`config.mk`:
```
export PLATFORM = sky130hd
export DESIGN_NAME = scoreboard_multi_display
export DESIGN_NICKNAME = d
export VERILOG_FILES = /design/src/rtl/scoreboard_multi_display.sv
export SDC_FILE = /design/constraint.sdc
export NUM_CORES = 1
export LEC_CHECK = 0
export CORE_ASPECT_RATIO = 1.75
export CORE_MARGIN = 2
export CORE_UTILIZATION = 51
export DETAILED_ROUTE_END_ITERATION = 8
export GPL_TIMING_DRIVEN = 0
export PLACE_DENSITY = 0.73
export SKIP_CTS_REPAIR_TIMING = 1
export SLEW_MARGIN = 20
export SYNTH_ARGS = -nofsm -noshare
export SYNTH_HDL_FRONTEND = slang
export SYNTH_SLANG_ARGS = --single-unit
```
`constraint.sdc`:
```
create_clock -name clock -period 6.1 [get_ports clock]
set_input_delay 1.22 -clock clock [delete_from_list [all_inputs] [get_ports clock]]
set_output_delay 1.22 -clock clock [all_outputs]
set_load 0.02 [all_outputs]
```
`src/rtl/scoreboard_multi_display.sv`:
```
// rtl/scoreboard_multi_display.sv - seven-segment score/level/debug display with blink, high score and overflow
module scoreboard_multi_display #(
  parameter int DIGITS      = 6,
  parameter int SCORE_WIDTH = 8,
  parameter int LZB         = 1
) (
  input  logic                     clock,
  input  logic                     reset,
  input  logic                     screenClock,
  input  logic [SCORE_WIDTH-1:0]   size,
  input  logic [2:0]               level,
  input  logic                     gameOver,
  input  logic                     debugMode,
  input  logic [7:0]               appleLocX,
  input  logic [8:0]               appleLocY,
  output logic [7*DIGITS-1:0]      seg,
  output logic                     busy,
  output logic [SCORE_WIDTH-1:0]   highScore
);

  localparam int CW    = (SCORE_WIDTH > 9) ? SCORE_WIDTH : 9;
  localparam int CNT_W = $clog2(CW) + 1;
  localparam int H     = DIGITS / 2;
  localparam int BW    = 4 * DIGITS;
  localparam int SW    = 7 * DIGITS;

  typedef enum logic [2:0] {IDLE, SHIFT_A, LATCH_A, SHIFT_B, LATCH_B} state_t;

  state_t             state, next_state;
  logic               sc_q, go_q, blink_phase, dbg_q, start, last;
  logic [2:0]         level_q;
  logic [8:0]         y_q;
  logic [CNT_W-1:0]   cnt;
  logic [BW-1:0]      bcd, adj;
  logic [CW-1:0]      bin;
  logic [7*H-1:0]     x_field;
  logic [SW-1:0]      score_w, half_w, normal_word, debug_word;

  function automatic logic [6:0] dec(input logic [3:0] d);
    case (d)
      4'd0: dec = 7'h40;
      4'd1: dec = 7'h79;
      4'd2: dec = 7'h24;
      4'd3: dec = 7'h30;
      4'd4: dec = 7'h19;
      4'd5: dec = 7'h12;
      4'd6: dec = 7'h02;
      4'd7: dec = 7'h78;
      4'd8: dec = 7'h00;
      4'd9: dec = 7'h10;
      default: dec = 7'h7F;
    endcase
  endfunction

  // Renders the low f digits of b; digits above the field stay blank.
  function automatic logic [SW-1:0] fmt_field(input logic [BW-1:0] b, input int f);
    logic [SW-1:0] r;
    logic          ovf;
    logic          lead;
    logic [3:0]    nib;
    r    = '1;
    ovf  = 1'b0;
    lead = (LZB != 0);
    for (int i = 0; i < DIGITS; i++)
      if (i >= f && b[4*i +: 4] != 4'd0) ovf = 1'b1;
    for (int i = DIGITS - 1; i >= 0; i--) begin
      if (i < f) begin
        nib = b[4*i +: 4];
        if (ovf) r[7*i +: 7] = 7'h3F;
        else if (lead && nib == 4'd0 && i != 0) r[7*i +: 7] = 7'h7F;
        else begin
          r[7*i +: 7] = dec(nib);
          lead = 1'b0;
        end
      end
    end
    return r;
  endfunction

  assign busy  = (state != IDLE);
  assign start = screenClock & ~sc_q & ~busy;
  assign last  = (cnt == CNT_W'(CW - 1));

  always_comb begin
    adj = bcd;
    for (int i = 0; i < DIGITS; i++)
      if (bcd[4*i +: 4] >= 4'd5) adj[4*i +: 4] = bcd[4*i +: 4] + 4'd3;
    score_w     = fmt_field(bcd, DIGITS - 2);
    half_w      = fmt_field(bcd, H);
    normal_word = score_w;
    normal_word[7*(DIGITS-2) +: 7] = 7'h7F;
    normal_word[7*(DIGITS-1) +: 7] = dec({1'b0, level_q});
    debug_word  = {half_w[7*H-1:0], x_field};
  end

  always_ff @(posedge clock) begin
    if (!reset) state <= IDLE;
    else        state <= next_state;
  end

  always_comb begin
    next_state = state;
    case (state)
      IDLE:    if (start) next_state = SHIFT_A;
      SHIFT_A: if (last) next_state = LATCH_A;
      LATCH_A: next_state = dbg_q ? SHIFT_B : IDLE;
      SHIFT_B: if (last) next_state = LATCH_B;
      LATCH_B: next_state = IDLE;
      default: next_state = IDLE;
    endcase
  end

  always_ff @(posedge clock) begin
    if (!reset) begin
      sc_q        <= 1'b0;
      go_q        <= 1'b0;
      highScore   <= '0;
      blink_phase <= 1'b0;
      seg         <= '1;
      bcd         <= '0;
      bin         <= '0;
      cnt         <= '0;
      level_q     <= '0;
      dbg_q       <= 1'b0;
      y_q         <= '0;
      x_field     <= '1;
    end else begin
      sc_q <= screenClock;
      go_q <= gameOver;
      // High score tracks the live score and is independent of the conversion engine.
      if (gameOver && !go_q && size > highScore) highScore <= size;
      case (state)
        IDLE: if (start) begin
          bin         <= debugMode ? CW'(appleLocX) : CW'(size);
          bcd         <= '0;
          cnt         <= '0;
          level_q     <= level;
          dbg_q       <= debugMode;
          y_q         <= appleLocY;
          blink_phase <= gameOver ? ~blink_phase : 1'b0;
        end
        SHIFT_A, SHIFT_B: begin
          bcd <= {adj[BW-2:0], bin[CW-1]};
          bin <= {bin[CW-2:0], 1'b0};
          cnt <= cnt + CNT_W'(1);
        end
        LATCH_A: begin
          cnt <= '0;
          if (dbg_q) begin
            x_field <= half_w[7*H-1:0];
            bcd     <= '0;
            bin     <= CW'(y_q);
          end else begin
            seg <= blink_phase ? '1 : normal_word;
          end
        end
        LATCH_B: seg <= blink_phase ? '1 : debug_word;
        default: ;
      endcase
    end
  end

endmodule

```
Yosys cells after proc, flatten, opt, wreduce, memory -nomap -nowiden. Memory sizes are Yosys's and may differ from the RTL's. A register that Yosys moved wholly into a read port is not among the register bits. Cells that the tools add are included.

Bits in registers: 128. Bits in latches: 0. RAM bits: 0. Bits in read-only memories: 840. Output and inout bits: 51. Word-level logic and storage cells: 137. Memories kept: 8.

Add/sub/neg operators: 7. $mul: 0. Div/mod/pow operators: 0. Magnitude comparators: 7. Eq/ne operators: 10. Shift operators: 0. Mux-type cells: 64. Bitwise operators: 5. Reduce and logical (&&, ||, !) cells: 23.

Memories: (name not given) (words 16, bits a word 7, rd ports 1, clocked after Yosys merged registers in 1, wr ports 0, line 40) `case (d)`; (name not given) (words 16, bits a word 7, rd ports 1, clocked after Yosys merged registers in 1, wr ports 0, line 40); (name not given) (words 16, bits a word 7, rd ports 1, clocked after Yosys merged registers in 1, wr ports 0, line 40); (name not given) (words 16, bits a word 7, rd ports 1, clocked after Yosys merged registers in 1, wr ports 0, line 40); (name not given) (words 16, bits a word 7, rd ports 1, clocked after Yosys merged registers in 1, wr ports 0, line 40); (name not given) (words 16, bits a word 7, rd ports 1, clocked after Yosys merged registers in 1, wr ports 0, line 40); +2 memories.

Operator list (count): 2-to-1 mux 42 bit (3); 2-to-1 mux 7 bit (12); case mux 42 bit (2 select lines) (1); 2-to-1 mux 4 bit (19); case mux 24 bit (3 select lines) (1); 2-to-1 mux 24 bit (2); case mux 9 bit (3 select lines) (1); >= comparator 4 x 3 -> 1 bit, second input constant (6); adder 4 x 2 -> 4 bit, second input constant (5); 2-to-1 mux 3 bit (6); 2-to-1 mux 9 bit (2); case mux 5 bit (3 select lines) (1); zero test 4 bit (3); 2-to-1 mux 1 bit (12); case mux 3 bit (4 select lines) (1); nonzero test 4 bit (3); != test 2 bit, second input constant (5); greater-than comparator 8 bit (1); 2-to-1 mux 8 bit (1); AND reduction 2 bit (4); equality test 3 x 2 -> 1 bit, second input constant (2); AND reduction 3 bit (2); nonzero test 3 bit (2); adder 5 x 1 -> 5 bit, second input constant (1); other kinds (13) (20).

Longest topological paths before layout.
Depth in word-level cells: 13. Mapped depth: 12. Depth with buffers taken out: 12.

Worst setup path before layout. OpenSTA, ideal clock, no wires.

Path type: input to register. From: in screenClock. To: reg with a tool-made name. Arrival time: 2.974 ns. Required time: 5.977 ns. Slack: 3.004 ns. Stages on the path: 10. Buffers on the path: 1. Cell sequence: or3b_1 a21o_1 clkbuf_1 a22oi_1 nor2_1 ha_1 o21ai_0 a21oi_1 o22ai_1 o21ai_0.

RTL lines: start, declared (line 9) `input logic screenClock,`.

==> out/qor.yml <==
outcome: "complete, no violations"
critPathMaxFanout: 10
critPathCaptureType: "register"
htree_levels: 4
finalClockSkew_ns: 0.00822
netlist_area_um2: 7850
setup_viol: 0
drtIter0Drc: 356
grt.total_usage: 0.264
hold_end: "bin[1]"
fp.dieW_um: 97.8
hold_class: "reg2reg"
hpwlAfterDp_um: 16400
final.min_clock_period_ns: 3.75
hold_depth: 2
area_growth_pct: 20.5
dr_total_vias: 7188
grt_max_degree: 18
core_um2: 15200
fin_tns_setup_ns: 0
cts.clk_slew.worst_paths_ns: 0.07
avgSynthCellArea_um2: 8.37
worst_pin_slew_ns: 1.01
yosysSeqAreaShare: 0.416
cts_buffer_depth: 2
max-slew-margin-rel: 0.323
gp_congestion: 0.905
clk_latency_ns: 0.44
r2r_cells: 9
syn_inst: 938
rsz0062_at_grt: "no"
dieArea_um2: 16400
drc_errors: 0
grt_pass1_wl_um: 34700
cts.sinks: 163
layout.nets: 1120
async_reset_ff_frac: 0
critical_path_arrival_ns: 4.07
criticalPathCategory: "in2reg"
drt_first_pass_iters: 6
start_util: 0.515
synth-main-ff-cell: "dfxtp_1"
synth-edff-count: 0
wirelength_um: 21500
min_from: "bin[1]"
fin_total_pwr_mw: 2.70
max_cap_viol_count: 0
layout_common_cells: "dfxtp_1 (163), nand2_1 (131), clkdlybuf4s50_1 (81)"
drive_gt1_frac: 0.0704
r2r-start: "state[0]"
worst_ep_required_time_ns: 6.42
ys_ff_latch: 163
fmax_mhz: 266
ys.warnings.count: 0
antenna_found_initial: 0
final_common_cell: "dfxtp_1"
pwr_density_cell_nw_per_um2: 286
dp_slack_ns: 1.98
drv_slew: 0
peakVddDrop_mv: 0.212
rows: 60
ant_nets: 0
n_antenna_cell: 0
rrSetupSlack_ns: 3.08
port_buffers: 81
setup_slack_ns: 2.35
cts_buffers: 17
overflow: 0
ios: 84
finalCritPeriodShare: 0.615
die_h_um: 168
via_per_inst: 5.81
clock-root-buffer: "clkbuf_16"
cp-start-kind: "primary input"
grt_pass1_vias: 7132
p_leak_nw: 3.74
mappedNetlistNets: 1020
wire_per_inst_um: 17.4
yosys.cell_types.count: 75
cts_tree: "done"
finalHoldViolCount: 0
cells in the mapped netlist, types with 3 or more instances:
cell,instances,area [um^2]
dfxtp_1,163,3260
nand2_1,131,492
nor2_1,78,293
a21oi_1,71,355
inv_1,55,206
ha_1,49,613
o21ai_0,43,215
o22ai_1,40,250
clkbuf_1,38,143
nand3_1,32,160
nand2b_1,16,100
a22oi_1,12,90.1
mux2i_1,12,120
o22a_1,12,105
o31ai_1,12,90.1
nor3_1,10,50.1
a31oi_1,9,56.3
buf_2,9,45.0
o221ai_1,8,70.1
a21o_1,7,52.6
and2_1,7,43.8
mux2_2,7,78.8
nor3b_1,7,52.6
buf_1,6,22.5
o2111ai_1,6,52.6
o221ai_2,6,90.1
xnor2_1,6,52.6
a211oi_1,5,37.5
o21ai_1,5,25.0
xor2_1,5,43.8
a32o_1,4,40.0
nand4_1,4,25.0
nor2b_1,4,25.0
o21a_1,4,30.0
or3_1,4,25.0
a22o_1,3,26.3
a31o_2,3,26.3
inv_2,3,11.3
o211ai_1,3,22.5
report_power, final:
part | switching (mW) | internal [mW] | total (mW)
clock | 0.492 | 0.542 | 1.03
sequential | 0.0360 | 1.13 | 1.16
combinational | 0.313 | 0.190 | 0.504
total | 0.842 | 1.86 | 2.70
cells by family (layout without fill, tap and decap cells):
logic type                 count (synthesis)  after routing  share of synthesized area
muxes                                     19             19                     0.0254
AOI/OAI and AO/OA                        268            268                      0.226
adders and majority gates                 49             49                     0.0781
xor gates and xnor gates                  11             11                     0.0123
DFF                                      163            163                      0.416
buffers and inverters                    114            227                     0.0584
and+or+nand+nor                          314            314                      0.184
area by class of cell:
type                    count  area, um^2
clock buffers              18         429
well taps                 186         233
repair buffers             81         811
clock inverters            14         138
inverters                  58         218
fillers                  1389        5780
plain buffers              56         240
flip-flops and latches    163        3260
multi-input cells         661        4130
stage by stage:
stage                     utilization  cell area (um^2)  cells  hold WS (ns)
after floorplan                     -              7850    938         0.432
after global placement          0.583              8890   1205         0.441
after detailed placement        0.583              8890   1205         0.449
after CTS                       0.621              9460   1237         0.460
after global routing            0.621              9460   1237         0.479
final                           0.621              9460   1237         0.460
layer usage:
| metal | wire length, um | track usage |
|---|---|---|
| met5 | 0 | 0 |
| met4 | 1270 | 0.162 |
| met3 | 859 | 0.0407 |
| met2 | 11500 | 0.493 |
| met1 | 7880 | 0.270 |
worst max-delay path by stage:
stage                           start  endpoint  slack, ns
final                     screenClock  register       2.35
after floorplan           screenClock  register       3.00
after global routing      screenClock  register       2.13
after CTS                 screenClock  register       2.41
after detailed placement  screenClock  register       1.98
after global placement    screenClock  register       1.95
worst max-delay path, cell delays in order:
cell and delay [ns]:
clkdlybuf4s50_1 0.51, or3b_1 0.47, a21o_1 0.31, clkbuf_1 0.31, a22oi_1 0.33, nor2_1 0.14
ha_1 0.27, o21ai_0 0.16, a21oi_1 0.11, o22ai_1 0.17, o21ai_0 0.09
(Power assumes the default switching activity.)
